[src/rtl/floppy_pkg.sv]
// Shared floppy controller types: completion status codes and
// the sector-finder state encoding.
package floppy_pkg;

   typedef enum logic [2:0] {
      ST_OK          = 3'd0,
      ST_NOT_FOUND   = 3'd1,
      ST_WRONG_TRACK = 3'd2,
      ST_DATA_CRC    = 3'd3,
      ST_ABORTED     = 3'd4
   } status_t;

   typedef enum logic [1:0] {
      S_IDLE   = 2'd0,
      S_SEARCH = 2'd1,
      S_ARMED  = 2'd2,
      S_READ   = 2'd3
   } fstate_t;

   function automatic logic [7:0] sat_inc8(input logic [7:0] v);
      return (v == 8'hFF) ? v : v + 8'd1;
   endfunction

   function automatic logic [3:0] sat_inc4(input logic [3:0] v);
      return (v == 4'hF) ? v : v + 4'd1;
   endfunction

endpackage

[src/rtl/sector_finder.sv]
// Sector read sequencer: waits for a matching ID header, arms the
// data-field reader for a bounded byte window, reports one status.
//
// Ports:
//   i_Clk, i_Reset             clock, async active-high reset
//   i_Start, i_Abort           operation control
//   i_Track/i_Side/i_Sector    target, latched on accepted start
//   i_Index, i_ByteValid       index pulse, decoded-byte strobe
//   i_Hdr*                     parsed header results
//   i_Data*                    data-field reader events
//   o_Busy, o_DataArm          operation running, data reader enable
//   o_SectorSize               size code of the matched header
//   o_Done, o_Status           completion pulse and code
//   o_CRCErrCount              saturating header CRC error count
module sector_finder
   import floppy_pkg::*;
#(
   parameter int MAX_REVS   = 2,
   parameter int DAM_WINDOW = 43
) (
   input  logic       i_Clk,
   input  logic       i_Reset,
   input  logic       i_Start,
   input  logic       i_Abort,
   input  logic [7:0] i_Track,
   input  logic [7:0] i_Side,
   input  logic [7:0] i_Sector,
   input  logic       i_Index,
   input  logic       i_ByteValid,
   input  logic       i_HdrValid,
   input  logic       i_HdrCRCError,
   input  logic [7:0] i_HdrTrack,
   input  logic [7:0] i_HdrSide,
   input  logic [7:0] i_HdrSector,
   input  logic [7:0] i_HdrSize,
   input  logic       i_DataStart,
   input  logic       i_DataDone,
   input  logic       i_DataCRCError,
   output logic       o_Busy,
   output logic       o_DataArm,
   output logic [7:0] o_SectorSize,
   output logic       o_Done,
   output logic [2:0] o_Status,
   output logic [7:0] o_CRCErrCount
);

   localparam logic [3:0] REV_LIM = 4'(MAX_REVS);
   localparam logic [7:0] WIN_LIM = 8'(DAM_WINDOW);

   fstate_t    state_q, state_d;
   logic [7:0] trk_q, trk_d;
   logic [7:0] sid_q, sid_d;
   logic [7:0] sec_q, sec_d;
   logic [3:0] rev_q, rev_d;
   logic [7:0] byte_q, byte_d;
   logic [7:0] crc_q, crc_d;
   logic       wt_q, wt_d;
   logic [7:0] size_q, size_d;
   status_t    status_q, status_d;
   logic       done_q, done_d;

   logic       busy;
   logic       hit;
   logic       trk_miss;
   logic [3:0] rev_inc;
   logic [7:0] byte_inc;
   logic       rev_end;
   logic       fin;
   status_t    fin_st;

   assign busy     = (state_q != S_IDLE);
   assign hit      = i_HdrValid
                   && (i_HdrTrack  == trk_q)
                   && (i_HdrSide   == sid_q)
                   && (i_HdrSector == sec_q);
   assign trk_miss = i_HdrValid && (i_HdrTrack != trk_q);
   assign rev_inc  = sat_inc4(rev_q);
   assign byte_inc = byte_q + 8'd1;
   // rev_q can sit past the limit after a match on the last index,
   // so the next index in ARMED must still end the search.
   assign rev_end  = i_Index && (rev_inc >= REV_LIM);

   always_comb begin
      state_d  = state_q;
      trk_d    = trk_q;
      sid_d    = sid_q;
      sec_d    = sec_q;
      rev_d    = rev_q;
      byte_d   = byte_q;
      crc_d    = crc_q;
      wt_d     = wt_q;
      size_d   = size_q;
      status_d = status_q;
      done_d   = 1'b0;
      fin      = 1'b0;
      fin_st   = ST_OK;

      if (busy && i_Abort) begin
         fin    = 1'b1;
         fin_st = ST_ABORTED;
      end else begin
         unique case (state_q)
            S_IDLE: begin
               if (i_Start) begin
                  state_d  = S_SEARCH;
                  trk_d    = i_Track;
                  sid_d    = i_Side;
                  sec_d    = i_Sector;
                  rev_d    = 4'd0;
                  crc_d    = 8'd0;
                  wt_d     = 1'b0;
                  status_d = ST_OK;
               end
            end
            S_SEARCH: begin
               if (i_Index)       rev_d = rev_inc;
               if (i_HdrCRCError) crc_d = sat_inc8(crc_q);
               if (hit) begin
                  size_d  = i_HdrSize;
                  byte_d  = 8'd0;
                  state_d = S_ARMED;
               end else begin
                  if (trk_miss) wt_d = 1'b1;
                  if (rev_end) begin
                     fin    = 1'b1;
                     fin_st = (wt_q || trk_miss) ?
                              ST_WRONG_TRACK : ST_NOT_FOUND;
                  end
               end
            end
            S_ARMED: begin
               if (i_Index)       rev_d = rev_inc;
               if (i_HdrCRCError) crc_d = sat_inc8(crc_q);
               if (i_DataStart) begin
                  state_d = S_READ;
               end else if (i_ByteValid) begin
                  byte_d = byte_inc;
                  if (byte_inc == WIN_LIM) state_d = S_SEARCH;
               end
               if (rev_end) begin
                  fin    = 1'b1;
                  fin_st = wt_q ? ST_WRONG_TRACK : ST_NOT_FOUND;
               end
            end
            S_READ: begin
               if (i_DataCRCError) begin
                  fin    = 1'b1;
                  fin_st = ST_DATA_CRC;
               end else if (i_DataDone) begin
                  fin    = 1'b1;
                  fin_st = ST_OK;
               end
            end
         endcase
      end

      if (fin) begin
         state_d  = S_IDLE;
         done_d   = 1'b1;
         status_d = fin_st;
      end
   end

   always_ff @(posedge i_Clk or posedge i_Reset) begin
      if (i_Reset) begin
         state_q  <= S_IDLE;
         trk_q    <= 8'd0;
         sid_q    <= 8'd0;
         sec_q    <= 8'd0;
         rev_q    <= 4'd0;
         byte_q   <= 8'd0;
         crc_q    <= 8'd0;
         wt_q     <= 1'b0;
         size_q   <= 8'd0;
         status_q <= ST_OK;
         done_q   <= 1'b0;
      end else begin
         state_q  <= state_d;
         trk_q    <= trk_d;
         sid_q    <= sid_d;
         sec_q    <= sec_d;
         rev_q    <= rev_d;
         byte_q   <= byte_d;
         crc_q    <= crc_d;
         wt_q     <= wt_d;
         size_q   <= size_d;
         status_q <= status_d;
         done_q   <= done_d;
      end
   end

   assign o_Busy        = busy;
   assign o_DataArm     = (state_q == S_ARMED) || (state_q == S_READ);
   assign o_SectorSize  = size_q;
   assign o_Done        = done_q;
   assign o_Status      = status_q;
   assign o_CRCErrCount = crc_q;

endmodule

[config.mk]
export PLATFORM = sky130hd
export DESIGN_NAME = sector_finder
export DESIGN_NICKNAME = d
export VERILOG_FILES = /design/src/rtl/floppy_pkg.sv /design/src/rtl/sector_finder.sv
export SDC_FILE = /design/constraint.sdc
export NUM_CORES = 1
export LEC_CHECK = 0
export ABC_AREA = 1
export CORE_ASPECT_RATIO = 1.2
export CORE_MARGIN = 4
export CORE_UTILIZATION = 49
export CTS_BUF_LIST = sky130_fd_sc_hd__clkbuf_8 sky130_fd_sc_hd__clkbuf_16
export CTS_CLUSTER_DIAMETER = 80
export DETAILED_ROUTE_END_ITERATION = 6
export PLACE_DENSITY = 0.9
export REMOVE_ABC_BUFFERS = 1
export SYNTH_ARGS = -nofsm -noshare
export SYNTH_HDL_FRONTEND = slang
export SYNTH_SLANG_ARGS = --single-unit
[constraint.sdc]
create_clock -name i_Clk -period 2.5 [get_ports i_Clk]
set_input_delay 0.5 -clock i_Clk [delete_from_list [all_inputs] [get_ports i_Clk]]
set_output_delay 0.5 -clock i_Clk [all_outputs]
set_load 0.01 [all_outputs]
==> run metrics, run 1 <==
hold slack=0.506 ns; Period minus WS final=2.36 ns; RSZ-0062 raised after global routing=no; final core utilization=0.692; period utilisation layout=0.945; Slew HR=0.731; Max IR drop VDD=632 uV; Fillers=524; post-route cell area=0.00454 sq mm; Starting Density=0.512; Final Wtd Congestion=0.873; power share of the combinational group=0.388; synthesis-to-layout area growth=35.1%; largest net degree at the start of global routing=60; DR iter-0 viols=149; via count of the first global-routing pass=3222; final slew viol count=0; clk_lat worst skew=0.33 ns; first-pass GRT wire length=14000 microns; Worst Clk Skew=0.00892 ns; switch share=0.376; DR WL/cell=13.4 microns; NetSw=0.00138 W; endpoints failing setup=0; register clock-pin slew on the reported worst setup and hold paths=0.06 ns; Critical Path RT=2.00 ns; max-cap violations=0; Inserted Clock Buffers=9; asr flop ratio synth=1.00; Cell Int Power=0.00228 W; Die X=83.6 microns; final hold vios=0; layout cells sized above 1=0.0808; root buffer cell=clkbuf_8; CP Class=register to primary output; setup bufs post-CTS=0; library cells used by synthesis=36; GR Overflow Total=0; Syn Area/Cell=7.71 sq um; via count=3097; DIE AREA=0.00826 sq mm; leakage=2.25 nW; IO Port Bufs=88; # diodes=0; clock sink count=59; initial antenna violation count=0; chip height=98.7 microns; crit start category=register; CP endpoint kind=primary output; Total GRT Usage=0.210; post-synthesis sequential area ratio=0.439; row count=32; worst slew pin tran=0.404 ns; first drt pass iteration count=4; final net count=603; total power draw=0.00366 W; Detailed Place HPWL=6260 microns; WP data arrival=1.86 ns; CTS tree=yes; worst hold path class=register to register; CTS H-tree lvls=3; synthesis-stage register bit count=59; core area=0.00657 sq mm; Mapped Area=0.00336 sq mm; ys flop type=dfrtp_1; Post-DRT Antenna Nets=0; Power Density=806 mW/mm^2; Synth Warn #=0; Placed Area=0.00434 sq mm; crit path max fanout=8; # DRC=0; drt total wl=8290 microns; Peak Freq=423 MHz; setup TNS=0 ns; Reg power frac=0.377; Post-synth EDFFs=0; Vias/cell=5.02; status=complete, no violations; Clock Tree Buf Depth=2; Mapped Cells=436; clock power share=0.235; io pins=89
[cells in the mapped netlist (all sizes together), types with 6 or more instances]
cell type,number,area [sq um]
a21oi,9,45.0
clkbuf,7,26.3
dfrtp,59,1480
ha,8,100
inv,67,254
mux2,8,90.1
nand2,151,577
nand3,22,133
nand4,6,43.8
nor2,31,175
o21ai,32,164
o31ai,6,45.0
xnor2,10,87.6
[final timing paths]
path / cells past startpoint / from / to / slack (ns)
max in group asynchronous: 3 / i_Reset / byte_q[3]$_DFFE_PP0P_ / 1.69
min in group asynchronous: 3 / i_Reset / o_CRCErrCount[2]$_DFFE_PP0P_ / 0.54
worst min register to register: 2 / o_Status[2]$_DFFE_PP0P_ / o_Status[2]$_DFFE_PP0P_ / 0.51
worst min-delay path: 2 / o_Status[2]$_DFFE_PP0P_ / o_Status[2]$_DFFE_PP0P_ / 0.51
worst max register to register: 12 / rev_q[0]$_DFFE_PP0P_ / state_q[0]$_DFFE_PP0P_ / 0.44
worst max-delay path: 5 / state_q[0]$_DFFE_PP0P_ / o_DataArm / 0.14
[per-layer routing]
| metal | global-route usage | share of wire |
|---|---|---|
| met1 | 0.246 | 0.40 |
| met5 | 0 | 0 |
| met4 | 0.137 | 0.042 |
| met3 | 0.0393 | 0.058 |
| met2 | 0.350 | 0.50 |
[per-stage QoR]
step                worst slack [ns]  instances
floorplan                      0.544        426
global placement               0.121        602
detailed placement           0.00868        602
CTS                           0.0525        617
global route                  0.0511        617
finish                         0.138        617
[critical path, stage by stage (launching register included)]
cell             delay [ns]
dfrtp_1                0.41
inv_1                  0.10
ha_2                   0.28
inv_2                  0.11
nand2_1                0.11
clkdlybuf4s50_1        0.54
[sequential cells by signal, indices dropped and copies added, names as in the netlist]
register	count
byte_q	8
o_CRCErrCount	8
o_SectorSize	8
sec_q	8
sid_q	8
trk_q	8
rev_q	4
o_Status	3
state_q	2
o_Done	1
wt_q	1
[cell usage in the layout (no fill, tap or decap), drive strengths merged]
cell	n
a21boi	1
o21ai	32
nand3	22
xor2	3
nand3b	1
o21bai	1
or2	1
buf	3
clkinv	1
mux2	8
a21oi	9
o31ai	6
o22ai	2
a211oi	3
clkbuf	11
nand2	151
o211ai	2
xnor2	10
o211a	1
dfrtp	59
bufinv	1
nor3	2
nand4	6
ha	8
inv	69
nor2	31
clkdlybuf4s50	88
[cell families (layout without fill, tap and decap cells)]
group | Yosys count | count (layout) | share of synthesized area
buffers and inverters | 77 | 173 | 0.0875
and+or+nand+nor | 214 | 214 | 0.284
AOI/OAI and AO/OA | 57 | 57 | 0.0990
xor gates and xnor gates | 13 | 13 | 0.0339
muxes | 8 | 8 | 0.0268
DFF | 59 | 59 | 0.439
adders and majority gates | 8 | 8 | 0.0298
[power by group through the flow]
stage                     logic (W)  clock network [W]  registers [W]
after floorplan            0.000974                  0        0.00136
after global placement      0.00135                  0        0.00137
after detailed placement    0.00141                  0        0.00139
after CTS                   0.00143           0.000877        0.00138
after global routing        0.00161           0.000924        0.00141
final                       0.00142           0.000861        0.00138
[repair_timing]
action	4_1_cts	5_1_grt
pin swaps	0	0
hold buffers	0	0
gates resized for setup	1	1
endpoints found under the setup margin	1	1
[layout make-up]
cell class	count	area, sq um	area share
inverter	67	254	0.0559
timing repair buffer	91	916	0.202
sequential	59	1480	0.325
multi-input combinational	300	1590	0.351
clock buffer	11	151	0.0333
tap	85	106	0.0234
clock inverter	4	42.5	0.00937
(Power assumes the default switching activity.)
==> run 2: changes to the inputs <==
--- a/config.mk
+++ b/config.mk
@@ -6,7 +6,7 @@
 export NUM_CORES = 1
 export LEC_CHECK = 0
 export ABC_AREA = 1
-export CORE_ASPECT_RATIO = 1.2
+export CAP_MARGIN = 0
 export CORE_MARGIN = 4
 export CORE_UTILIZATION = 49
 export CTS_BUF_LIST = sky130_fd_sc_hd__clkbuf_8 sky130_fd_sc_hd__clkbuf_16
@@ -14,6 +14,7 @@
 export DETAILED_ROUTE_END_ITERATION = 6
 export PLACE_DENSITY = 0.9
 export REMOVE_ABC_BUFFERS = 1
+export SLEW_MARGIN = 20
 export SYNTH_ARGS = -nofsm -noshare
 export SYNTH_HDL_FRONTEND = slang
 export SYNTH_SLANG_ARGS = --single-unit
==> run 2 against run 1 <==
  * Clock skew shrank 0.0032 ns
  * Sequential power is essentially flat
  * Largest power group unchanged
  * Register-to-register slack lost 0.04 ns
==> run metrics, run 2 (synthesis gave the netlist of run 1 again) <==
Total GRT Usage=0.214 (+0.00423); IO Port Bufs=88 (unchanged); GR Overflow Total=0 (unchanged); # DRC=0 (unchanged); CP Class=register to primary output; status=complete, no violations; clock sink count=59 (unchanged); Detailed Place HPWL=6370 microns (+1.8%); worst hold path class=input port to async pin; Period minus WS final=2.40 ns (+0.0354 ns); Worst Path Buf+Inv=3 (unchanged); io pins=89 (unchanged); commonest non-fill, non-tap cell in the layout=nand2_1; final slew viol count=0 (unchanged); drt total wl=8230 microns (-0.80%); max-cap violations=0 (unchanged); largest net degree at the start of global routing=40 (-33%); Worst Clk Skew=0.00571 ns (-0.00321 ns); via count of the first global-routing pass=3193 (-0.90%); final net count=604 (+0.17%); first drt pass iteration count=4 (unchanged); # diodes=0 (unchanged); register clock-pin slew on the reported worst setup and hold paths=0.07 ns (about the same); Post-DRT Antenna Nets=0 (unchanged); clk_lat worst skew=0.33 ns (about the same); final core utilization=0.699 (+0.00779); worst path cell trace=inv_1 -> ha_2 -> clkinvlp_4 -> nand2_1 -> clkdlybuf4s50_1; Power Density=804 mW/mm^2 (-0.26%); via count=3102 (+0.16%); commonest non-fill, non-tap cells in the layout=nand2_1, clkdlybuf4s50_1, inv_1; Critical Path RT=2.00 ns (about the same); crit path max fanout=8 (unchanged); synthesis-to-layout area growth=35.1% (about the same); CP peak stage delay=0.54 ns (about the same); layout cells sized above 1=0.0826 (+0.00172); CTS tree=yes; RSZ-0062 raised after global routing=no; DR WL/cell=13.5 microns (+0.34%); Inserted Clock Buffers=9 (unchanged); Top Family by Delay on Critical Path=buffers and inverters; period utilisation layout=0.959 (+0.0142); initial antenna violation count=0 (unchanged); CP endpoint kind=primary output; crit start category=register; DR iter-0 viols=127 (-15%); final hold vios=0 (unchanged); Peak Freq=417 MHz (-1.5%); chip height=90.8 microns (-8.0%); worst slew pin tran=0.493 ns (+0.0888 ns); DIE AREA=0.00825 sq mm (about the same); root buffer cell=clkbuf_8; row count=29 (-9.4%); Vias/cell=5.09 (+1.3%); Final Wtd Congestion=0.859 (-1.6%); Worst path slowest cell=clkdlybuf4s50_1; Starting Density=0.518 (+0.00562); Max IR drop VDD=410 uV (-35%); Slew HR=0.671 (-0.0597); CTS H-tree lvls=3 (unchanged); endpoints failing setup=0 (unchanged); leakage=2.25 nW (+0.15%); WP data arrival=1.90 ns (+0.04 ns); Clock Tree Buf Depth=2 (unchanged); first-pass GRT wire length=14300 microns (+1.5%); setup TNS=0 ns (unchanged); core area=0.00649 sq mm (-1.1%); Die X=90.8 microns (+8.6%)
run 2: through the flow:
step	hold slack [ns]	instance area [sq um]	power, W	instances	worst slack [ns]
6_report	0.505	4540	0.00365	610	0.102
4_1_cts	0.508	4530	0.00366	609	0.0586
3_3_place_gp	0.483	4330	0.00272	594	0.140
2_1_floorplan	0.469	3320	0.00233	426	0.544
3_5_place_dp	0.494	4330	0.00280	594	0.0284
5_1_grt	0.526	4540	0.00394	610	0.00266
run 2: metal layers:
layer | vias up | part of all wire | track usage
met4 | 0 | 0.041 | 0.121
met5 | - | 0 | 0
met3 | 32 | 0.054 | 0.0458
met1 | 1421 | 0.40 | 0.246
met2 | 92 | 0.50 | 0.368
li1 | 1557 | - | -
run 2: final timing paths:
kind / start / end / slack (ns) / cells after the start
worst max-delay path: state_q[0]$_DFFE_PP0P_ / o_DataArm / 0.10 / 5
worst min-delay path: i_Reset / o_CRCErrCount[7]$_DFFE_PP0P_ / 0.51 / 2
worst max register to register: state_q[0]$_DFFE_PP0P_ / o_CRCErrCount[7]$_DFFE_PP0P_ / 0.40 / 12
worst min register to register: o_SectorSize[6]$_DFFE_PP0P_ / o_SectorSize[6]$_DFFE_PP0P_ / 0.51 / 1
max in group asynchronous: i_Reset / byte_q[3]$_DFFE_PP0P_ / 1.42 / 3
min in group i_Clk: o_SectorSize[6]$_DFFE_PP0P_ / o_SectorSize[6]$_DFFE_PP0P_ / 0.51 / 1
run 2: what timing repair did:
item	CTS	global route
resized for setup	1	1
hold buffers	0	0
endpoints found under the hold margin	0	0
buffers inserted	0	1
setup endpoints to repair	1	1
run 2: cell type report:
class                      count  area (sq um)
multi-input combinational    300          1590
sequential                    59          1480
timing repair buffer          92           923
clock buffer                  11           151
fill                         479          1950
clock inverter                 4          42.5
tap                           77          96.3
inverter                      67           258
run 2: report_power, final:
part / switching (W) / internal (W)
registers: 0.000166 / 0.00121
clock network: 0.000356 / 0.000500
logic: 0.000843 / 0.000578
==> run 3: changes to the inputs <==
--- a/config.mk
+++ b/config.mk
@@ -12,6 +12,7 @@
 export CTS_BUF_LIST = sky130_fd_sc_hd__clkbuf_8 sky130_fd_sc_hd__clkbuf_16
 export CTS_CLUSTER_DIAMETER = 80
 export DETAILED_ROUTE_END_ITERATION = 6
+export GPL_TIMING_DRIVEN = 0
 export PLACE_DENSITY = 0.9
 export REMOVE_ABC_BUFFERS = 1
 export SLEW_MARGIN = 20
==> run 3 against run 2 <==
  * Clock-buffer cell count shrank 1
  * Clock power fell by 3.7%
  * Wire length is essentially flat
  * Total power decreased by 0.98%
  * Combinational power hardly changed
  * Fmax up 2.1%
  * Largest power group unchanged
==> run metrics, run 3 (synthesis gave the netlist of run 1 again) <==
clock sink count=59 (unchanged); crit start category=register; IO Port Bufs=88 (unchanged); Reg-to-Reg Start=state_q[0]$_DFFE_PP0P_; Die X=90.8 microns (unchanged); final net count=602 (-0.33%); GR Overflow Total=0 (unchanged); via count=3058 (-1.4%); Starting Density=0.518 (unchanged); CP Class=register to primary output; setup bufs post-CTS=0 (unchanged); Top Family by Delay on Critical Path=buffers and inverters; r2r setup slk=0.31 ns (-0.09 ns); # DRC=0 (unchanged); DIE AREA=0.00825 sq mm (unchanged); io pins=89 (unchanged); Period minus WS final=2.35 ns (-0.0491 ns); Worst path slowest cell=clkdlybuf4s50_1; leakage=2.22 nW (-1.1%); final slew viol count=0 (unchanged); RSZ-0062 raised after global routing=no; met2 Resource Use GR=0.363 (-0.00494); period utilisation layout=0.939 (-0.0196); Power Density=799 mW/mm^2 (-0.60%); register clock-pin slew on the reported worst setup and hold paths=0.06 ns (about the same); worst slew pin tran=0.630 ns (+0.137 ns); Max IR drop VDD=472 uV (+15%); Inserted Clock Buffers=9 (unchanged); CTS tree=yes; clk_lat worst skew=0.33 ns (about the same); Total GRT Usage=0.205 (-0.00879); final hold vios=0 (unchanged); fin worst setup slack=0.151 ns (+0.0491 ns); root buffer cell=clkbuf_8; # diodes=0 (unchanged); DR iter-0 viols=176 (+39%); setup TNS=0 ns (unchanged); CTS H-tree lvls=3 (unchanged); Global Route met3 Usage=0.0592 (+0.0133); Slew HR=0.579 (-0.0921); row count=29 (unchanged); Crit. Startpoint=state_q[0]$_DFFE_PP0P_; post-route cell area=0.00452 sq mm (-0.39%); chip height=90.8 microns (unchanged); CP peak stage delay=0.53 ns (about the same); Clock Tree Buf Depth=2 (unchanged); via count of the first global-routing pass=3107 (-2.7%); crit path max fanout=8 (unchanged); Hold-fix buffers, CTS=0 (unchanged); WP data arrival=1.85 ns (-0.05 ns); max-cap violations=0 (unchanged); GRT busiest layer=met2; CP endpoint kind=primary output; synthesis-to-layout area growth=34.6%; Worst Path Buf+Inv=3 (unchanged); DP Worst Slack=-0.0744 ns (-0.103 ns); core area=0.00649 sq mm (unchanged); layout cells sized above 1=0.0811 (-0.00142); Vias/cell=5.04 (-0.93%); Detailed Place HPWL=6080 microns (-4.7%); RR Endpoint=sec_q[0]$_DFFE_PP0P_; commonest non-fill, non-tap cell in the layout=nand2_1; Worst Clk Skew=0.0109 ns (+0.00523 ns); commonest non-fill, non-tap cells in the layout=nand2_1, clkdlybuf4s50_1, inv_1; Worst R2R Path Depth=5 (-7); worst setup path endpoint=o_DataArm; initial antenna violation count=0 (unchanged); total power draw=0.00362 W (-0.98%); DR WL/cell=13.5 microns (+0.45%); Final Wtd Congestion=0.863 (+0.48%); drt total wl=8220 microns (about the same); largest net degree at the start of global routing=53 (+33%); first drt pass iteration count=5 (+1); Placed Area=0.00433 sq mm (-0.12%); Post-DRT Antenna Nets=0 (unchanged); Peak Freq=426 MHz (+2.1%); first-pass GRT wire length=13800 microns (-3.2%); worst path cell trace=inv_1 -> ha_2 -> inv_2 -> nand2_1 -> clkdlybuf4s50_1; endpoints failing setup=0 (unchanged); Critical Path RT=2.00 ns (about the same); cell count along the critical path=5 (unchanged); grt met1 use=0.237 (-0.00946); hold slack=0.411 ns (-0.0939 ns); worst hold path class=input port to async pin; status=complete, no violations
[run 3: cell count changes in the layout (fill, tap and decap cells not counted), sizes merged]
cell,previous run,this run
clkinvlp,1,2
buf,4,1
clkbuf,11,10
inv,68,67
clkinv,1,2
[run 3: final cells by class]
cell class / count / area (sq um)
fill: 492 / 1970
multi-input combinational: 300 / 1590
sequential: 59 / 1480
timing repair buffer: 89 / 908
inverter: 67 / 260
clock buffer: 10 / 138
tap: 77 / 96.3
clock inverter: 4 / 43.8
timing repair inverter: 1 / 7.51
[run 3: what timing repair did]
action | CTS | global route
hold endpoints to repair | 0 | 0
endpoints found under the setup margin | 1 | 24
gates resized for setup | 1 | 3
cloned | 0 | 1
[run 3: worst min-delay path by stage]
| stage | startpoint | to | slack [ns] | cells past startpoint |
|---|---|---|---|---|
| after floorplan | sec_q[7]$_DFFE_PP0P_ | sec_q[7]$_DFFE_PP0P_ | 0.47 | 2 |
| after global placement | o_Status[2]$_DFFE_PP0P_ | o_Status[2]$_DFFE_PP0P_ | 0.48 | 2 |
| after detailed placement | sid_q[7]$_DFFE_PP0P_ | sid_q[7]$_DFFE_PP0P_ | 0.49 | 2 |
| after CTS | i_Reset | o_SectorSize[3]$_DFFE_PP0P_ | 0.41 | 2 |
| after global routing | i_Reset | o_SectorSize[3]$_DFFE_PP0P_ | 0.42 | 2 |
| final | i_Reset | o_SectorSize[3]$_DFFE_PP0P_ | 0.41 | 2 |
[run 3: per-stage QoR]
step	util	instances
floorplan	-	426
global placement	0.662	591
detailed placement	0.667	592
CTS	0.695	606
global route	0.697	607
finish	0.697	607
[run 3: routing by layer]
metal	routed length, microns	share of wire
met3	479	0.058
met2	4210	0.51
met4	163	0.020
met5	0	0
met1	3370	0.41
[run 3: power by group]
part	total, W	switching (W)	internal (W)
Clock	0.000824	0.000355	0.000469
Sequential	0.00137	0.000161	0.00121
Combinational	0.00142	0.000856	0.000568
[run 3: worst register-to-register path: stages, from the launching register on]
cell and delay, ns:
dfrtp_1 0.40, inv_1 0.08, ha_1 0.27, nand2_1 0.50, clkinvlp_4 0.52, o21ai_0 0.32
